`src/rtl/alu_pkg.sv`:
```
// Shared definitions for the ALU self-test slice.
// Opcodes, response packing and controller states.
package alu_pkg;

    localparam logic [2:0] OP_ADD = 3'd0;
    localparam logic [2:0] OP_SUB = 3'd1;
    localparam logic [2:0] OP_NOT = 3'd2;
    localparam logic [2:0] OP_AND = 3'd3;
    localparam logic [2:0] OP_OR  = 3'd4;
    localparam logic [2:0] OP_XOR = 3'd5;
    localparam logic [2:0] OP_SLT = 3'd6;
    localparam logic [2:0] OP_EQ  = 3'd7;

    // Bit positions of a packed response {s, c, zero, of}
    localparam int RESP_OF   = 0;
    localparam int RESP_ZERO = 1;
    localparam int RESP_C    = 2;
    localparam int RESP_S    = 3;

    typedef enum logic [2:0] {
        ST_IDLE,
        ST_DRIVE,
        ST_WAIT,
        ST_CHECK,
        ST_DONE
    } st_t;

    function automatic logic [15:0] sat_inc(input logic [15:0] v);
        return (v == 16'hFFFF) ? v : v + 16'd1;
    endfunction

endpackage

```
`src/rtl/alu_selftest_ref_model.sv`:
```
// Reference ALU: maps (op, x, y) to the expected result and flags.
// Purely combinational; also reused by the bench.
module alu_ref_model
    import alu_pkg::*;
#(
    parameter int WIDTH = 4
) (
    input  logic [2:0]       op,
    input  logic [WIDTH-1:0] x,
    input  logic [WIDTH-1:0] y,
    output logic [WIDTH-1:0] s,
    output logic             c,
    output logic             zero,
    output logic             of
);

    logic [WIDTH:0] sum;
    logic           lt;

    assign lt = $signed(x) < $signed(y);

    // Expected response for the current stimulus
    always_comb begin
        sum = '0;
        s   = '0;
        c   = 1'b0;
        of  = 1'b0;
        unique case (op)
            OP_ADD: begin
                sum = {1'b0, x} + {1'b0, y};
                s   = sum[WIDTH-1:0];
                c   = sum[WIDTH];
                of  = (x[WIDTH-1] == y[WIDTH-1]) &&
                      (s[WIDTH-1] != x[WIDTH-1]);
            end
            OP_SUB: begin
                sum = {1'b0, x} + {1'b0, ~y} + (WIDTH+1)'(1);
                s   = sum[WIDTH-1:0];
                c   = sum[WIDTH];
                of  = (x[WIDTH-1] != y[WIDTH-1]) &&
                      (s[WIDTH-1] != x[WIDTH-1]);
            end
            OP_NOT: s = ~x;
            OP_AND: s = x & y;
            OP_OR:  s = x | y;
            OP_XOR: s = x ^ y;
            OP_SLT: s = {{(WIDTH-1){1'b0}}, lt};
            OP_EQ:  s = {{(WIDTH-1){1'b0}}, x == y};
            default: s = '0;
        endcase
        zero = (s == '0);
    end

endmodule

```
`src/rtl/alu_selftest.sv`:
```
// On-chip exhaustive sweep of the ALU against a reference model.
// Counts mismatches and captures the first failing vector.
module alu_selftest
    import alu_pkg::*;
#(
    parameter int         WIDTH   = 4,
    parameter logic [7:0] OP_MASK = 8'hFF,
    parameter int         SETTLE  = 1
) (
    input  logic             clk,
    input  logic             rst,
    input  logic             start,
    output logic [2:0]       op,
    output logic             in_c,
    output logic [WIDTH-1:0] in_x,
    output logic [WIDTH-1:0] in_y,
    input  logic [WIDTH-1:0] out_s,
    input  logic             out_c,
    input  logic             zero,
    input  logic             overflow,
    output logic             busy,
    output logic             done,
    output logic             pass,
    output logic [15:0]      err_count,
    output logic [15:0]      vec_count,
    output logic [2:0]       fail_op,
    output logic [WIDTH-1:0] fail_x,
    output logic [WIDTH-1:0] fail_y,
    output logic [WIDTH+2:0] fail_got
);

    localparam int WW = (SETTLE > 1) ? $clog2(SETTLE) : 1;

    st_t              state;
    st_t              state_nxt;
    logic [2:0]       iop;
    logic [WIDTH-1:0] ix;
    logic [WIDTH-1:0] iy;
    logic [WW-1:0]    wait_cnt;
    logic             wait_done;
    logic [2:0]       first_op;
    logic             has_first;
    logic [2:0]       next_op;
    logic             has_next;
    logic             last_vec;
    logic [WIDTH-1:0] exp_s;
    logic             exp_c;
    logic             exp_z;
    logic             exp_of;
    logic [WIDTH+2:0] got;
    logic [WIDTH+2:0] expd;
    logic             mismatch;

    assign in_c      = 1'b0;
    assign wait_done = (wait_cnt == WW'(SETTLE - 1));
    assign last_vec  = (&iy) && (&ix) && !has_next;

    alu_ref_model #(.WIDTH(WIDTH)) u_model (
        .op   (op),
        .x    (in_x),
        .y    (in_y),
        .s    (exp_s),
        .c    (exp_c),
        .zero (exp_z),
        .of   (exp_of)
    );

    // Pack observed and expected responses in fail_got order
    always_comb begin
        got                     = '0;
        got[RESP_S +: WIDTH]    = out_s;
        got[RESP_C]             = out_c;
        got[RESP_ZERO]          = zero;
        got[RESP_OF]            = overflow;
        expd                    = '0;
        expd[RESP_S +: WIDTH]   = exp_s;
        expd[RESP_C]            = exp_c;
        expd[RESP_ZERO]         = exp_z;
        expd[RESP_OF]           = exp_of;
        mismatch                = (got != expd);
    end

    // Lowest enabled opcode, and lowest enabled opcode above the current one
    always_comb begin
        has_first = 1'b0;
        first_op  = 3'd0;
        has_next  = 1'b0;
        next_op   = 3'd0;
        for (int k = 7; k >= 0; k--) begin
            if (OP_MASK[k]) begin
                has_first = 1'b1;
                first_op  = 3'(k);
                if (k > int'(iop)) begin
                    has_next = 1'b1;
                    next_op  = 3'(k);
                end
            end
        end
    end

    // State register
    always_ff @(posedge clk) begin
        if (rst) state <= ST_IDLE;
        else     state <= state_nxt;
    end

    // Next-state logic
    always_comb begin
        state_nxt = state;
        unique case (state)
            ST_IDLE, ST_DONE: begin
                if (start) state_nxt = has_first ? ST_DRIVE : ST_DONE;
            end
            ST_DRIVE: state_nxt = ST_WAIT;
            ST_WAIT:  if (wait_done) state_nxt = ST_CHECK;
            ST_CHECK: state_nxt = last_vec ? ST_DONE : ST_DRIVE;
            default:  state_nxt = ST_IDLE;
        endcase
    end

    // Status outputs decoded from state
    always_comb begin
        busy = (state == ST_DRIVE) || (state == ST_WAIT) ||
               (state == ST_CHECK);
        done = (state == ST_DONE);
        pass = done && (err_count == 16'd0);
    end

    // Stimulus indices, ALU input registers, counters and fail capture
    always_ff @(posedge clk) begin
        if (rst) begin
            iop       <= '0;
            ix        <= '0;
            iy        <= '0;
            wait_cnt  <= '0;
            op        <= '0;
            in_x      <= '0;
            in_y      <= '0;
            err_count <= '0;
            vec_count <= '0;
            fail_op   <= '0;
            fail_x    <= '0;
            fail_y    <= '0;
            fail_got  <= '0;
        end else begin
            unique case (state)
                ST_IDLE, ST_DONE: begin
                    if (start) begin
                        iop       <= first_op;
                        ix        <= '0;
                        iy        <= '0;
                        err_count <= '0;
                        vec_count <= '0;
                        fail_op   <= '0;
                        fail_x    <= '0;
                        fail_y    <= '0;
                        fail_got  <= '0;
                    end
                end
                ST_DRIVE: begin
                    op       <= iop;
                    in_x     <= ix;
                    in_y     <= iy;
                    wait_cnt <= '0;
                end
                ST_WAIT: wait_cnt <= wait_cnt + WW'(1);
                ST_CHECK: begin
                    vec_count <= sat_inc(vec_count);
                    if (mismatch) begin
                        err_count <= sat_inc(err_count);
                        if (err_count == 16'd0) begin
                            fail_op  <= op;
                            fail_x   <= in_x;
                            fail_y   <= in_y;
                            fail_got <= got;
                        end
                    end
                    iy <= iy + WIDTH'(1);
                    if (&iy) begin
                        ix <= ix + WIDTH'(1);
                        if (&ix) iop <= next_op;
                    end
                end
                default: ;
            endcase
        end
    end

endmodule

```
`config.mk`:
```
export PLATFORM = sky130hd
export DESIGN_NAME = alu_selftest
export DESIGN_NICKNAME = d
export VERILOG_FILES = /design/src/rtl/alu_pkg.sv /design/src/rtl/alu_selftest_ref_model.sv /design/src/rtl/alu_selftest.sv
export SDC_FILE = /design/constraint.sdc
export NUM_CORES = 1
export LEC_CHECK = 0
export CAP_MARGIN = 40
export CORE_MARGIN = 2
export CORE_UTILIZATION = 58
export CTS_CLUSTER_SIZE = 10
export DETAILED_ROUTE_END_ITERATION = 16
export PLACE_DENSITY = 0.86
export SKIP_CTS_REPAIR_TIMING = 1
export SYNTH_ARGS = -nofsm -noshare
export SYNTH_HDL_FRONTEND = slang
export SYNTH_SLANG_ARGS = --single-unit
```
`constraint.sdc`:
```
create_clock -name clk -period 6.7 [get_ports clk]
set_input_delay 2.01 -clock clk [delete_from_list [all_inputs] [get_ports clk]]
set_output_delay 2.01 -clock clk [all_outputs]
set_load 0.1 [all_outputs]
```
==> out/metrics.cfg <==
[finish]
layout.area.seq_um2 = 1521
drive_above_1_share_pct = 14.60
fin_nets = 712
area_growth_pct = 42.29
layout_common_cells = dfxtp_1, clkdlybuf4s50_1, nor2_1, buf_8, a21oi_1
fillers = 411
antennaDiodeCount = 0
multi_input_area_um2 = 2669
final_common_cell = dfxtp_1

[sta]
maxSlewHeadroom_pct = 49.84
setup_violations = 0
setup_tns_ps = 0
timing.fmax_mhz = 223.0
worst_pin_slew_ps = 752.4
min_period_over_period_pct = 66.93
drv_slew = 0
hold_violations = 0
period_minus_slack_ps = 4484
worst_clock_skew_ps = 16.22
rsz0062_at_grt = false

[run]
drv_cap = 0

[power]
power_density_nw_per_um2 = 149.3
ir_drop_mv = 0.1179
power_uw = 950.0
sw_frac_of_total_pct = 32.27
pwr-share-clk_pct = 32.2
p_leak_uw = 0.002378
seqPwrFrac_pct = 49.5
p_int_uw = 643.4
power_frac_comb_pct = 18.3
net-switching-power_uw = 306.6

[worst_setup_path]
cp_data_arrival_time_ps = 2470
path_buf_inv = 3
crit_fanout = 7
critPathTopFamily = buffers and inverters
cp-start-kind = flop
crit_slowest_cell = clkdlybuf4s50_1
crit_path_max_incr_delay_ps = 560
path_class = reg -> out
worstSetupEndpointType = output port
crit_required_ps = 4690
path_cells = inv_1, ha_1, nor4b_1, nand4_1, nor2_1, clkdlybuf4s50_1, buf_8

[clocking]
htreeDepth = 3
cts_sinks = 76
cts_tree = yes
insertion_delay_ps = 360
cts_buffers = 9
cts.clk_slew.worst_paths_ps = 70
cts_buffer_depth = 2
cts_root_buf = clkbuf_8

[detailed_routing]
met3_length_um = 891
dr.pass1.iters = 5
met1Wirelength_um = 5534
postRouteAntennaNets = 0
dr_wl_met2_um = 7115
viasPerCell = 6.132
drc = 0
top_layer = met4
wirelength_um = 14120
wire_per_inst_um = 17.94
vias = 4826
first_iter_violations = 387

[global_routing]
antenna_found_initial = 0
grt_pass1_wl_um = 22710
grt-ovfl-total = 0
grt_max_degree = 63
track_usage_pct = 33.50
first_global_vias = 4638

[placed_design]
place.gp.congestion = 0.8996
io_buffer_count = 73
dp_hpwl_um = 10120

[synthesis]
synth_edf_count = 0
synth_cell_types = 67
synth_nets = 595
synth-xor-area-share_pct = 3.720
ys_ff_latch = 76
muxShareOfSynthArea_pct = 2.042
yosys_warnings = 0
avgSynthCellArea_um2 = 7.945
synth_compound_area_share_pct = 21.34
synthAdderAreaFrac_pct = 6.490
synth_area_um2 = 4473
async_reset_ff_share_pct = 0
synth_ff_type = dfxtp_1
synthCells = 563
synth-simple-area-share_pct = 25.87
synth_top_family_by_area = simple AND/OR/NAND/NOR gates
synth.yosys.seq_area_share_pct = 34.01

[floorplan]
dieHeight_um = 91.82
coreArea_um2 = 7607
die-area_um2 = 8431
ios = 75
rows = 32
fp.dieW_um = 91.82
initial_core_util_pct = 58.80

[hold_path]
hp-class = reg -> reg

[outcome]
outcome = completed

[per-stage QoR]
stage               cell area [um2]  util [%]  worst slack [ps]  instances  hold WS (ps)
CTS                            6357     83.57              2121        786         513.3
global placement               5171     67.98              2184        703         472.3
global route                   6365     83.67              2152        787         540.3
floorplan                      4473         -              2040        563         473.9
finish                         6365     83.67              2216        787         519.9
detailed placement             6191     81.38              1914        770         498.5
[layer usage]
layer | GRT usage (%) | up-vias
met4 | 14.43 | 0
met5 | 0 | -
li1 | - | 2249
met1 | 39.60 | 2271
met3 | 6.574 | 64
met2 | 58.95 | 242
[Yosys cell counts, types with 4 or more instances]
master,number,area (um2)
a31oi_1,5,31.28
o21ai_0,19,95.09
nor2b_1,22,137.6
o21ai_1,27,135.1
or4_1,5,37.54
and2_1,4,25.02
and3_1,6,37.54
nand4_1,16,100.1
nand3b_1,6,45.04
xnor2_1,14,122.6
buf_2,5,25.02
xor2_1,5,43.79
nand3_1,18,90.09
dfxtp_1,76,1521
nor2_1,65,244.0
nand2_1,40,150.1
a21o_1,4,30.03
nor4_1,6,37.54
buf_4,4,30.03
nand2b_1,4,25.02
o41ai_1,13,113.9
a21oi_1,45,225.2
inv_1,25,93.84
ha_1,20,250.2
clkbuf_1,26,97.59
nor3_1,7,35.03
or3_1,12,75.07
mux2i_1,8,80.08
[worst min-delay path, stage by stage, from the launching register on]
cell,delay (ps)
dfxtp_1,340
nand3_1,70
a21oi_1,60
[power groups by stage]
stage | clock (uW) | combinational [uW] | sequential, uW
4_1_cts | 303 | 171 | 470
6_report | 306 | 174 | 471
3_3_place_gp | 0 | 145 | 479
2_1_floorplan | 0 | 101 | 492
5_1_grt | 324 | 184 | 472
3_5_place_dp | 0 | 168 | 481
[path summary, 6_finish.rpt]
kind | end | cells past startpoint | from | slack (ps)
worst max register to register | err_count[1]$_SDFFE_PP0P_ | 11 | in_x[3]$_SDFFE_PP0P_ | 2780
worst max-delay path | pass | 7 | err_count[0]$_SDFFE_PP0P_ | 2220
worst min-delay path | ix[1]$_SDFFE_PP0P_ | 2 | ix[1]$_SDFFE_PP0P_ | 520
worst min register to register | ix[1]$_SDFFE_PP0P_ | 2 | ix[1]$_SDFFE_PP0P_ | 520
[cells by family (layout without fill, tap and decap cells)]
kind of cell	Yosys count	after routing
simple gates	224	224
compound gates	147	147
flops	76	76
buf+inv	65	187
fa+ha+maj	22	22
xor+xnor	19	19
mux	9	9
other cells	1	1
[layout make-up]
type	instances	share of cell area, %
clock buffers	10	2.005
clock inverters	6	0.6094
inverters	26	1.533
multi-input cells	422	41.93
flip-flops and latches	76	23.90
well taps	102	2.005
repair buffers	145	28.01
[sequential cells by signal, indices dropped and copies added, names as in the netlist, 4 cells and up]
signal	flops
in_x	4
fail_y	4
fail_x	4
iy	4
vec_count	16
fail_got	7
err_count	16
in_y	4
ix	4
Note: power is estimated with default switching activity, not from simulation.
